### src/rtl/port_event_queue.sv
// Key-event FIFO for the RAT MCU port bus: buffers keypad codes, serves head/status reads,
// pulses INTERRUPT while events are pending. Define PORT_EVENT_QUEUE_OVF_EN for the sticky OVERFLOW flag.
module port_event_queue #(
  parameter int         DEPTH          = 8,
  parameter int         DATA_W         = 4,
  parameter logic [7:0] DATA_PORT_ID   = 8'h80,
  parameter logic [7:0] STATUS_PORT_ID = 8'h83,
  parameter logic [7:0] ACK_PORT_ID    = 8'h84,
  parameter int         INT_PULSE_CYC  = 4
) (
  input  logic              CLK,
  input  logic              RESET_N,
  input  logic              EVT_VALID,
  input  logic [DATA_W-1:0] EVT_DATA,
  input  logic [7:0]        PORT_ID,
  input  logic [7:0]        OUT_PORT,
  input  logic              IO_STRB,
  output logic [7:0]        IN_DATA,
  output logic              IN_HIT,
  output logic              INTERRUPT,
  output logic              OVERFLOW
);

  localparam int PTR_W = (DEPTH > 1) ? $clog2(DEPTH) : 1;
  localparam int CNT_W = PTR_W + 1;
  localparam logic [CNT_W-1:0] FULL_CNT = CNT_W'(DEPTH);

  typedef enum logic [1:0] {
    ST_IDLE  = 2'd0,
    ST_PULSE = 2'd1,
    ST_ARMED = 2'd2
  } state_t;

  logic              evt_r;
  logic              strb_r;
  logic [DATA_W-1:0] mem_r [DEPTH];
  logic [PTR_W-1:0]  wr_ptr_r;
  logic [PTR_W-1:0]  rd_ptr_r;
  logic [CNT_W-1:0]  count_r;
  state_t            state_r;
  state_t            state_nxt_s;
  logic [7:0]        pulse_cnt_r;
  logic [7:0]        pulse_cnt_nxt_s;
  logic              pop_seen_r;
  logic              pop_seen_nxt_s;
  logic              int_r;
  logic              int_nxt_s;

  logic              push_req_s;
  logic              strb_rise_s;
  logic              ack_s;
  logic              pop_req_s;
  logic              empty_s;
  logic              full_s;
  logic              do_pop_s;
  logic              do_push_s;
  logic              ovf_set_s;
  logic [DATA_W-1:0] head_s;
  logic              unused_s;

  // Previous-cycle copies for rising-edge detection; reset high so a held level is not an edge
  always_ff @(posedge CLK or negedge RESET_N) begin
    if (!RESET_N) begin
      evt_r  <= 1'b1;
      strb_r <= 1'b1;
    end else begin
      evt_r  <= EVT_VALID;
      strb_r <= IO_STRB;
    end
  end

  assign push_req_s  = EVT_VALID & ~evt_r;
  assign strb_rise_s = IO_STRB & ~strb_r;
  assign ack_s       = strb_rise_s & (PORT_ID == ACK_PORT_ID);
  assign pop_req_s   = ack_s & OUT_PORT[0];
  assign empty_s     = (count_r == {CNT_W{1'b0}});
  assign full_s      = (count_r == FULL_CNT);
  assign do_pop_s    = pop_req_s & ~empty_s;
  // A pop frees the slot first, so a push into a full queue still lands when paired with a pop
  assign do_push_s   = push_req_s & (~full_s | do_pop_s);
  assign ovf_set_s   = push_req_s & full_s & ~do_pop_s;
  assign head_s      = mem_r[rd_ptr_r];

  // FIFO storage, pointers and occupancy
  always_ff @(posedge CLK or negedge RESET_N) begin
    if (!RESET_N) begin
      wr_ptr_r <= {PTR_W{1'b0}};
      rd_ptr_r <= {PTR_W{1'b0}};
      count_r  <= {CNT_W{1'b0}};
      for (int i = 0; i < DEPTH; i++) begin
        mem_r[i] <= {DATA_W{1'b0}};
      end
    end else begin
      if (do_push_s) begin
        mem_r[wr_ptr_r] <= EVT_DATA;
        wr_ptr_r        <= wr_ptr_r + PTR_W'(1'b1);
      end
      if (do_pop_s) begin
        rd_ptr_r <= rd_ptr_r + PTR_W'(1'b1);
      end
      case ({do_push_s, do_pop_s})
        2'b10:   count_r <= count_r + CNT_W'(1'b1);
        2'b01:   count_r <= count_r - CNT_W'(1'b1);
        default: count_r <= count_r;
      endcase
    end
  end

`ifdef PORT_EVENT_QUEUE_OVF_EN
  logic ovf_r;
  logic ovf_clr_s;

  assign ovf_clr_s = ack_s & OUT_PORT[1];

  // Sticky drop flag; a drop in the same cycle as a clear wins
  always_ff @(posedge CLK or negedge RESET_N) begin
    if (!RESET_N) begin
      ovf_r <= 1'b0;
    end else if (ovf_set_s) begin
      ovf_r <= 1'b1;
    end else if (ovf_clr_s) begin
      ovf_r <= 1'b0;
    end else begin
      ovf_r <= ovf_r;
    end
  end

  assign OVERFLOW = ovf_r;
  assign unused_s = ^{OUT_PORT[7:2]};
`else
  assign OVERFLOW = 1'b0;
  assign unused_s = ^{OUT_PORT[7:1], ovf_set_s};
`endif

  // Interrupt sequencing: fixed-length pulse, then wait for an acknowledging pop
  always_comb begin
    state_nxt_s     = state_r;
    pulse_cnt_nxt_s = pulse_cnt_r;
    pop_seen_nxt_s  = pop_seen_r;
    int_nxt_s       = 1'b0;
    case (state_r)
      ST_IDLE: begin
        if (!empty_s) begin
          state_nxt_s     = ST_PULSE;
          pulse_cnt_nxt_s = 8'(INT_PULSE_CYC);
          pop_seen_nxt_s  = 1'b0;
          int_nxt_s       = 1'b1;
        end else begin
          state_nxt_s = ST_IDLE;
        end
      end
      ST_PULSE: begin
        if (pulse_cnt_r <= 8'd1) begin
          pulse_cnt_nxt_s = 8'd0;
          pop_seen_nxt_s  = 1'b0;
          if (pop_seen_r | do_pop_s | empty_s) begin
            state_nxt_s = ST_IDLE;
          end else begin
            state_nxt_s = ST_ARMED;
          end
        end else begin
          pulse_cnt_nxt_s = pulse_cnt_r - 8'd1;
          pop_seen_nxt_s  = pop_seen_r | do_pop_s;
          int_nxt_s       = 1'b1;
        end
      end
      ST_ARMED: begin
        if (do_pop_s) begin
          state_nxt_s = ST_IDLE;
        end else begin
          state_nxt_s = ST_ARMED;
        end
      end
      default: begin
        state_nxt_s     = ST_IDLE;
        pulse_cnt_nxt_s = 8'd0;
        pop_seen_nxt_s  = 1'b0;
      end
    endcase
  end

  // Interrupt state and registered INTERRUPT output
  always_ff @(posedge CLK or negedge RESET_N) begin
    if (!RESET_N) begin
      state_r     <= ST_IDLE;
      pulse_cnt_r <= 8'd0;
      pop_seen_r  <= 1'b0;
      int_r       <= 1'b0;
    end else begin
      state_r     <= state_nxt_s;
      pulse_cnt_r <= pulse_cnt_nxt_s;
      pop_seen_r  <= pop_seen_nxt_s;
      int_r       <= int_nxt_s;
    end
  end

  assign INTERRUPT = int_r;

  // Zero-latency read mux for the MCU input port
  always_comb begin
    IN_DATA = 8'h00;
    IN_HIT  = 1'b0;
    if (PORT_ID == DATA_PORT_ID) begin
      IN_HIT = 1'b1;
      if (empty_s) begin
        IN_DATA = 8'h00;
      end else begin
        IN_DATA = 8'(head_s);
      end
    end else if (PORT_ID == STATUS_PORT_ID) begin
      IN_HIT  = 1'b1;
      IN_DATA = {OVERFLOW, full_s, empty_s, 1'b0, 4'(count_r)};
    end else begin
      IN_DATA = 8'h00;
      IN_HIT  = 1'b0;
    end
  end

endmodule

### config.mk
export PLATFORM = sky130hd
export DESIGN_NAME = port_event_queue
export DESIGN_NICKNAME = d
export VERILOG_FILES = /design/src/rtl/port_event_queue.sv
export SDC_FILE = /design/constraint.sdc
export NUM_CORES = 1
export LEC_CHECK = 0
export ABC_AREA = 0
export CAP_MARGIN = 20
export CORE_ASPECT_RATIO = 1.1
export CORE_UTILIZATION = 40
export CTS_BUF_LIST = sky130_fd_sc_hd__clkbuf_4 sky130_fd_sc_hd__clkbuf_8
export CTS_CLUSTER_SIZE = 20
export DETAILED_ROUTE_END_ITERATION = 10
export DONT_BUFFER_PORTS = 1
export SYNTH_ARGS = -nofsm -noshare
export SYNTH_HDL_FRONTEND = slang
export SYNTH_SLANG_ARGS = --single-unit
### constraint.sdc
create_clock -name CLK -period 7.15 [get_ports CLK]
set_input_delay 0.715 -clock CLK [delete_from_list [all_inputs] [get_ports CLK]]
set_output_delay 0.715 -clock CLK [all_outputs]
set_load 0.02 [all_outputs]
# == After elaboration in Yosys (flattened, before gate mapping) ==
# Index checks and enable logic that the tools add are counted.
# classes
add_sub_neg,5
n_mul,0
div,0
n_lt_le_gt_ge,4
eq_ne,10
shifts,0
n_mux,26
n_bitwise,16
n_reduce_logical,5
# op_table
op,count
$bwmux 32,1
$eq 8x8->1 const B,3
$mux 8,3
$pmux 8 s3,1
$mux 4,4
$bmux 4 s3,1
$demux 4 s3,1
$ge 4x4->1 const B,2
$le 8x1->1 const B,1
$not 3->4,2
$pmux 4 s2,1
$sub 8x1->8 const B,1
$mux 1,7
$mux 7,1
$add 3x1->3 const B,2
$and 1x1->1,6
$mux 2,3
$pmux 2 s3,1
$not 1->1,5
$add 4x1->4 const B,1
$eq 2x1->1 const B,2
$eq 2x2->1 const B,2
$eq 4x4->1 const B,1
$logic_not 4->1,1
10 further kinds,13
# word_totals
regBits,56
latch_bits,0
ram_bits,0
mem_bits_ro,0
out_inout_bits,11
wordCells,83
n_memories,0

# == Depth between registers and ports, before layout ==
# logic_depth
word_depth,10
mapped_depth,10

# == Least setup slack after synthesis ==
# OpenSTA, ideal clock, no wires.
# synth_timing
kind,in2reg
from,input PORT_ID[5]
to,register count_r[3]
setup_ps,116
t_arrival_ps,3019
required_ps,7034
setup_slack_ps,4016
path_stages,9
cell_sequence,or3_4 > o41ai_2 > and2_1 > inv_1 > ha_1 > ha_1 > a21oi_1 > o21ai_0 > o311ai_0
# synth_between
elab_chain_cells,8
# synth_rtl
item,line_no,source
from (decl),15,"input logic [7:0] PORT_ID,"
$eq 8x8->1 (*),74,assign ack_s = strb_rise_s & (PORT_ID == ACK_PORT_ID);
$and 1x1->1 (*),74,
$and 1x1->1 (*),75,assign pop_req_s = ack_s & OUT_PORT[0];
$and 1x1->1 (*),78,assign do_pop_s = pop_req_s & ~empty_s;
$or 1x1->1,80,assign do_push_s = push_req_s & (~full_s | do_pop_s);
$and 1x1->1,80,
$eq 2x1->1 / $eq 2x2->1 (equally long branches),101,"case ({do_push_s, do_pop_s})"
$pmux 4 s2 / $reduce_bool 2->1 (equally long branches),n/a,
to (signal assigned),102,2'b10: count_r <= count_r + CNT_W'(1'b1);
to (signal assigned),103,2'b01: count_r <= count_r - CNT_W'(1'b1);
to (signal assigned),104,default: count_r <= count_r;
to (decl),39,logic [CNT_W-1:0] count_r;
# Every way passes the cells marked *; elsewhere a longest branch is shown, timed or not.
# A chain may end at the register's enable or synchronous reset.

# == Final worst setup path ==
# Ends and elaborated chain as after synthesis.

==> impl_metrics.json <==
{
  "avgSynthCellArea_um2": 12.05,
  "cts.sinks": 56,
  "synth_top_area_share_pct": 46.15,
  "antenna_cells": 0,
  "cp_top_family": "compound AO/OA/AOI/OAI gates",
  "core-area_mm2": 0.007047,
  "worst_ep_arrival_time_ps": 3440,
  "path_clk_slew_ps": 110,
  "final.setup_skew_ps": 6.676,
  "grt.total_usage_pct": 15.85,
  "finalHoldViolations": 0,
  "dp_hpwl_mm": 3.862,
  "grt-ovfl-total": 0,
  "rsz0062_at_grt": "false",
  "netlist_area_mm2": 0.002928,
  "drt_iter0_markers": 59,
  "crit_slowest_cell": "o41ai_2",
  "antenna_found_initial": 0,
  "finalCriticalPeriod_ps": 3228,
  "synth.top_cells.by_area": "dfrtp_1, mux2_2, mux4_2",
  "cts_tree": "done",
  "final_nets": 271,
  "portBuffers": 0,
  "slew-limit-headroom_pct": 41.25,
  "drc": 0,
  "vdd_ir_drop_max_v": 0.0002196,
  "p_leak_nw": 1.290,
  "die-area_mm2": 0.007666,
  "crit_top_cell": "ha_1",
  "postCtsHoldBufs": 0,
  "grt_pass1_vias": 1835,
  "die_height_um": 91.73,
  "synth_edf_count": 0,
  "slew_viol_final": 0,
  "clockRootBuffer": "clkbuf_8",
  "fillers": 672,
  "hold_class": "input port to async pin",
  "max_stage_delay_ps": 670,
  "finalSetupTns_ps": 0,
  "drtPass1Iterations": 4,
  "post-route-period-util_pct": 45.15,
  "post_cts_buffers": 0,
  "clk_path_buf_depth": 2,
  "fin_util_pct": 43.59,
  "tightest_slew_ps": 878.5,
  "worstPathMaxFanout": 8,
  "start_util_pct": 41.55,
  "synth-async-reset-ratio_pct": 100.0,
  "powerDensity_mw_per_mm2": 367.4,
  "pin_count": 35,
  "ant_nets": 0,
  "ys_warn_count": 0,
  "vias_per_cell": 5.542,
  "gp_congestion": 0.7235,
  "hold_slack_ps": 68.33,
  "finalSetupViolCount": 0,
  "cp_cell_sequence": "or3_4 -> o41ai_2 -> and2_1 -> inv_1 -> ha_1 -> ha_1 -> a21oi_1 -> o21ai_0 -> o311ai_0",
  "wire_per_inst_um": 16.67,
  "endpoint_kind": "flip-flop",
  "synth_seq_cells": 56,
  "path_class": "input port to flip-flop",
  "synthDistinctLibCells": 52,
  "cts_resized": 0,
  "routed_wl_mm": 5.417,
  "stdcell_area_mm2": 0.003072,
  "setup_ws_ps": 3922,
  "placedCellCount": 317,
  "area_delta_synth_final_pct": 4.915,
  "num_vias": 1801,
  "die_w_um": 83.57,
  "start_kind": "input port",
  "ys_seq_area_share_pct": 47.95,
  "status": "finished, final reports clean",
  "grt_pass1_wl_mm": 9.384,
  "crit_buf_inv": 1,
  "dpl-instance-area_mm2": 0.002980,
  "power.total_mw": 1.129,
  "layout_commonest_cell": "dfrtp_1",
  "grt_max_degree": 57,
  "clk_latency_ps": 320,
  "cts_buffers": 5,
  "syn_inst": 243,
  "drv_cap": 0,
  "floorplan.rows": 32,
  "synth_top_area_cell": "dfrtp_1",
  "final_cell_mix": "dfrtp_1, mux2_2, inv_1, nor2_1, nand2_1",
  "drive_gt1_share_pct": 24.17,
  "ys.flop_type": "dfrtp_1",
  "pre_cts_slack_ps": 3608,
  "fmax_ghz": 0.3097,
  "htreeDepth": 2,
  "fin_cells": 325,
  "critical_path_required_ps": 7360
}
cell families after synthesis:
kind of cell,Yosys count,synth area share [%]
compound gates,30,7.052
xor+xnor,7,2.094
fa+ha+maj,8,3.675
buf+inv,24,3.504
flops,56,47.95
mux,48,21.79
other cells,1,0.1281
simple gates,69,13.80
cells in the mapped netlist (5+ instances only):
library cell and n:
dfrtp_1 54, mux2_2 28, inv_1 11, nor2_1 10
nand2_1 9, mux4_2 8, nor3_1 8, o21ai_0 8
a21oi_1 7, clkbuf_1 7, ha_1 7, mux2i_1 6
nand3_1 5, nand3b_1 5
layer usage:
layer | routed length [um] | part of all wire (%) | track usage [%] | vias to the layer above
li1 | - | - | - | 876
met1 | 2597 | 48 | 20.72 | 900
met2 | 2597 | 48 | 25.47 | 20
met3 | 143 | 2.6 | 3.960 | 5
met4 | 79 | 1.5 | 5.932 | 0
met5 | 0 | 0 | 0 | -
report_power, final:
| group | internal (mW) | switching, mW |
|---|---|---|
| clock | 0.0706 | 0.113 |
| sequential | 0.452 | 0.108 |
| combinational | 0.218 | 0.167 |
flip-flops by register name, summed over array words and instances, names as in the netlist:
| register | flops |
|---|---|
| INTERRUPT | 1 |
| count_r | 4 |
| evt_r | 1 |
| mem_r | 32 |
| pop_seen_r | 1 |
| pulse_cnt_r | 8 |
| rd_ptr_r | 3 |
| state_r | 2 |
| strb_r | 1 |
| wr_ptr_r | 3 |
layout make-up:
type                       count  area, um2  area share (%)
tap                           85      106.4           3.462
sequential                    56       1404           45.70
clock inverter                 3      22.52          0.7332
inverter                      11      41.29           1.344
clock buffer                   5      68.82           2.240
multi-input combinational    165       1429           46.52
final timing paths:
kind | from | endpoint | slack (ps) | cells after the start
min in group CLK | EVT_VALID | evt_r | 380 | 0
max | PORT_ID[5] | count_r[3] | 3920 | 9
max in group asynchronous | RESET_N | strb_r | 6890 | 0
min | RESET_N | count_r[0] | 70 | 0
min reg2reg | mem_r[6] | mem_r[6] | 500 | 1
max reg2reg | count_r[0] | count_r[3] | 3980 | 9
(Power assumes the default switching activity.)
